==> src/rtl/uart_tx_fifo.sv <==
// Byte FIFO feeding a UART transmitter: producers push at clock rate, the FSM
// launches one byte per frame and waits for the transmitter's Active/Done handshake.
module uart_tx_fifo #(
    parameter int ADDR_WIDTH = 4
) (
    input  logic                  i_Clk,
    input  logic                  i_Rst,
    input  logic                  i_Wr_DV,
    input  logic [7:0]            i_Wr_Byte,
    input  logic                  i_Flush,
    output logic                  o_Full,
    output logic                  o_Empty,
    output logic [ADDR_WIDTH:0]   o_Count,
    output logic                  o_Overflow,
    output logic                  o_TX_DV,
    output logic [7:0]            o_TX_Byte,
    input  logic                  i_TX_Active,
    input  logic                  i_TX_Done
);

    localparam int DEPTH = 2 ** ADDR_WIDTH;
    localparam logic [ADDR_WIDTH:0] DEPTH_CNT = (ADDR_WIDTH + 1)'(DEPTH);

    typedef enum logic [1:0] {
        IDLE      = 2'd0,
        WAIT_ACT  = 2'd1,
        WAIT_DONE = 2'd2
    } state_t;

    state_t                state;
    state_t                state_nxt;
    logic [7:0]            mem [DEPTH];
    logic [ADDR_WIDTH-1:0] rd_ptr;
    logic [ADDR_WIDTH-1:0] wr_ptr;
    logic [ADDR_WIDTH:0]   count;
    logic [ADDR_WIDTH:0]   count_nxt;
    logic                  launch;
    logic                  wr_accept;
    logic                  wr_dropped;

    // A flush cycle swallows any same-cycle write silently, without an overflow pulse.
    assign wr_accept  = i_Wr_DV && !o_Full && !i_Flush;
    assign wr_dropped = i_Wr_DV &&  o_Full && !i_Flush;
    assign o_Count    = count;

    always_comb begin
        state_nxt = state;
        launch    = 1'b0;
        unique case (state)
            IDLE: begin
                if (!o_Empty && !i_TX_Active && !i_Flush) begin
                    launch    = 1'b1;
                    state_nxt = WAIT_ACT;
                end
            end
            WAIT_ACT: begin
                // Done before Active covers a transmitter that drops Active early.
                if (i_TX_Done) begin
                    state_nxt = IDLE;
                end else if (i_TX_Active) begin
                    state_nxt = WAIT_DONE;
                end
            end
            WAIT_DONE: begin
                if (i_TX_Done) begin
                    state_nxt = IDLE;
                end
            end
            default: state_nxt = IDLE;
        endcase
    end

    always_comb begin
        count_nxt = count;
        if (i_Flush) begin
            count_nxt = '0;
        end else begin
            unique case ({wr_accept, launch})
                2'b10:   count_nxt = count + (ADDR_WIDTH + 1)'(1);
                2'b01:   count_nxt = count - (ADDR_WIDTH + 1)'(1);
                default: count_nxt = count;
            endcase
        end
    end

    always_ff @(posedge i_Clk or posedge i_Rst) begin
        if (i_Rst) begin
            state      <= IDLE;
            rd_ptr     <= '0;
            wr_ptr     <= '0;
            count      <= '0;
            o_Empty    <= 1'b1;
            o_Full     <= 1'b0;
            o_Overflow <= 1'b0;
            o_TX_DV    <= 1'b0;
            o_TX_Byte  <= 8'h00;
        end else begin
            state      <= state_nxt;
            count      <= count_nxt;
            o_Empty    <= (count_nxt == '0);
            o_Full     <= (count_nxt == DEPTH_CNT);
            o_Overflow <= wr_dropped;
            o_TX_DV    <= launch;
            if (launch) begin
                o_TX_Byte <= mem[rd_ptr];
                rd_ptr    <= rd_ptr + ADDR_WIDTH'(1);
            end else if (i_Flush) begin
                rd_ptr <= wr_ptr;
            end
            if (wr_accept) begin
                wr_ptr <= wr_ptr + ADDR_WIDTH'(1);
            end
        end
    end

    // Storage is deliberately left out of reset.
    always_ff @(posedge i_Clk) begin
        if (wr_accept) begin
            mem[wr_ptr] <= i_Wr_Byte;
        end
    end

endmodule
==> config.mk <==
export PLATFORM = sky130hd
export DESIGN_NAME = uart_tx_fifo
export DESIGN_NICKNAME = d
export VERILOG_FILES = /design/src/rtl/uart_tx_fifo.sv
export SDC_FILE = /design/constraint.sdc
export NUM_CORES = 1
export LEC_CHECK = 0
export BUFFER_PORTS_ARGS = -buffer_cell sky130_fd_sc_hd__buf_2
export CAP_MARGIN = 5
export CORE_ASPECT_RATIO = 1.4
export CORE_MARGIN = 2
export CORE_UTILIZATION = 40
export CTS_BUF_LIST = sky130_fd_sc_hd__clkbuf_8
export DETAILED_ROUTE_END_ITERATION = 12
export GPL_ROUTABILITY_DRIVEN = 0
export PLACE_DENSITY = 0.67
export SETUP_SLACK_MARGIN = 0.4
export SLEW_MARGIN = 20
export SYNTH_ARGS = -nofsm -noshare
export SYNTH_HDL_FRONTEND = slang
export SYNTH_SLANG_ARGS = --single-unit
==> constraint.sdc <==
create_clock -name i_Clk -period 3.6 [get_ports i_Clk]
set_clock_uncertainty 0.05 [all_clocks]
set_input_delay 0.9 -clock i_Clk [delete_from_list [all_inputs] [get_ports i_Clk]]
set_output_delay 0.9 -clock i_Clk [all_outputs]
set_load 0.005 [all_outputs]
==> summary.txt <==
Clock tree
  • Hold-fix buffers, CTS: 0
  • Root Buffer: clkbuf_8
  • Clock Path Buffers: 2
  • Clk pin slew, worst setup/hold paths: 90 ps
  • H-tree levels: 4
  • Post-CTS Setup Inserts: 0
  • Skew-Pair Late Insertion Delay: 430 ps
  • Post-cts resize count: 0
  • Clock sink total: 155
  • TritonCTS Buffers: 17
  • CTS tree: yes

STA
  • Slew Limit Fails: 0
  • Endpoints failing setup: 0
  • Min Tclk post-route: 3050 ps
  • Fin crit share: 0.846
  • Slew of the pin with the lowest slew margin: 1070 ps
  • Max Freq: 0.328 GHz
  • Slew Limit Headroom: 0.289
  • Final WS setup: 553 ps
  • Sum Neg Setup Slack: 0 ps
  • RSZ-0062 raised after global routing: no
  • Final Hold Viols: 0
  • WHS: 428 ps

Job
  • Max cap viols: 0

Critical path
  • Crit path kind: in2reg
  • Reg2reg setup slack: 770 ps
  • Crit Path Max Fanout: 4
  • Reg2reg start: state[1]
  • FF-to-FF End: o_Empty
  • Worst setup path start: i_TX_Active
  • Setup crit end kind: flip-flop
  • Crit start category: primary input
  • Crit path DAT: 3350 ps
  • Worst Path Required: 3910 ps
  • Worst reg2reg path depth: 9

Floorplanning
  • Std cell rows: 54
  • Core area: 0.0156 mm^2
  • Die Height: 153 um
  • IO Pins: 31
  • Die width: 111 um
  • DIE AREA: 0.0169 mm^2
  • Initial Util: 0.407

GRT
  • Vias in the first global route: 3490
  • Most Crowded Layer GR: met2
  • Initial antenna violation count: 0
  • All-Layer GR Usage: 0.156
  • GR Layer Usage met1: 0.182
  • Total gr overflow: 0
  • Largest net degree at the start of global routing: 36
  • M3 GR Usage: 0.0400
  • GR Util met2: 0.266
  • First-pass GRT wire length: 19.7 mm

Place
  • Place WS: 126 ps
  • DPL Wire Length: 8.22 mm
  • Port buffer count: 30
  • Dpl cells: 568

Cells and area
  • Layout cell share with drive strength beyond 1: 0.270
  • Diodes inserted: 0
  • Layout area overhead: 12.8%
  • Final Non-Filler Cells: 600
  • Commonest cells after routing, fill and taps aside: edfxtp_1, mux4_2, buf_2
  • Post-layout util: 0.460
  • Nets: 412
  • Most common cell after layout, fill and taps aside: edfxtp_1

Power
  • Reg power frac: 0.484
  • Internal power: 0.00341 W
  • Comb pwr share: 0.219
  • Total net switching power: 0.00132 W
  • Power density cells: 659 mW/mm^2
  • Leak: 2.60 nW
  • VDD IR max: 308 uV
  • Clock power share: 0.297
  • Switching Share: 0.278

Drt
  • Drc violations: 0
  • Vias per cell: 5.49
  • Drt first-iter violations: 246
  • First-pass iteration count of the detailed router: 4
  • Per-cell routed wire length: 20.7 um
  • Detailed Route WL: 12.4 mm
  • Antenna-violating nets left: 0
  • Vias: 3293

Logic synthesis
  • Number of synthesized flops with an enable pin: 128
  • Synthesized area: 0.00636 mm^2
  • Part of the Yosys area used for sequential elements: 0.711
  • Total nets after synthesis: 374
  • Synth unique cells: 46
  • Mapped Avg Cell Area: 18.0 um^2
  • Top_reg_cell synth: edfxtp_1
  • FF+latch count, synth: 155
  • Synthesis Warnings: 0
  • Post-Syn Instances: 353
  • Post-synth ARST share: 0.174

Worst hold path
  • Hold path endpoint: o_TX_Byte[3]
  • Hold_sp: o_TX_Byte[3]
  • Hold WC Path Type: reg2reg
  • Hold Path Stages: 1

Run status
  • Outcome: finished, final reports clean
-- area by class of cell --
class	count	area, um^2
clock inverters	15	196
repair buffers	36	208
fillers	1334	8430
well taps	196	245
multi-input cells	169	1730
clock buffers	17	234
flip-flops and latches	155	4520
inverters	12	45.0
-- registers in the layout (all words and copies together), names as in the netlist --
signal / flops
state: 2
o_Overflow: 1
wr_ptr: 4
o_Count: 5
mem: 128
o_Empty: 1
rd_ptr: 4
o_TX_Byte: 8
o_Full: 1
o_TX_DV: 1
-- worst max-delay path by stage --
| stage | end | slack [ps] | depth (start not counted) |
|---|---|---|---|
| after floorplan | o_Empty | 430 | 9 |
| after global placement | o_Empty | 220 | 10 |
| after detailed placement | o_Empty | 130 | 10 |
| after CTS | o_Empty | 580 | 10 |
| after global routing | o_Full | 430 | 10 |
| final | o_Empty | 550 | 10 |
-- layer usage --
metal	wire length (um)	vias up
met4	510	0
met2	6560	98
li1	-	1478
met5	0	-
met3	588	29
met1	4740	1688
-- cell usage after synthesis (all sizes together), types with 2 or more instances --
| library cell | number | share of area |
|---|---|---|
| buf | 6 | 0.0045 |
| a31oi | 2 | 0.0020 |
| nor2b | 2 | 0.0020 |
| edfxtp | 128 | 0.60 |
| or4 | 3 | 0.0041 |
| mux4 | 32 | 0.11 |
| clkbuf | 11 | 0.0065 |
| and3 | 5 | 0.0049 |
| nor3 | 5 | 0.0057 |
| or3 | 2 | 0.0020 |
| nand2 | 8 | 0.0051 |
| o21ai | 6 | 0.0047 |
| o31ai | 3 | 0.0043 |
| xnor2 | 3 | 0.0041 |
| nor2 | 7 | 0.0041 |
| a21o | 11 | 0.013 |
| xor2 | 2 | 0.0028 |
| nor4 | 3 | 0.0053 |
| o22ai | 8 | 0.0079 |
| inv | 12 | 0.0071 |
| nand4 | 2 | 0.0020 |
| ha | 7 | 0.014 |
| a21oi | 8 | 0.0063 |
| nand2b | 2 | 0.0020 |
| mux2i | 18 | 0.028 |
| dfrtp | 26 | 0.10 |
| and2 | 18 | 0.018 |
-- power by group through the flow --
stage | Clock [W] | Combinational, W | Sequential, W
after floorplan | 0 | 0.000809 | 0.00223
after global placement | 0 | 0.00103 | 0.00233
after detailed placement | 0 | 0.00105 | 0.00233
after CTS | 0.00142 | 0.00105 | 0.00229
after global routing | 0.00149 | 0.00113 | 0.00232
final | 0.00141 | 0.00104 | 0.00229
-- critical path, stage by stage --
cell	delay (ps)
buf_2	130
or4_4	530
nor3_4	280
xor2_1	210
ha_2	220
a21oi_1	70
a311o_1	350
o311a_1	150
or3_1	330
o31ai_2	180
-- metrics by stage --
step                cell area (um^2)  power, W
detailed placement              6750   0.00338
global route                    7180   0.00494
global placement                6750   0.00336
floorplan                       6360   0.00303
finish                          7180   0.00473
CTS                             7180   0.00477
-- cells by family after synthesis --
group | share of synthesized area
buf+inv | 0.0181
compound gates | 0.0490
simple gates | 0.0580
xor+xnor | 0.00689
mux | 0.143
flops | 0.711
fa+ha+maj | 0.0138
(Power assumes the default switching activity.)
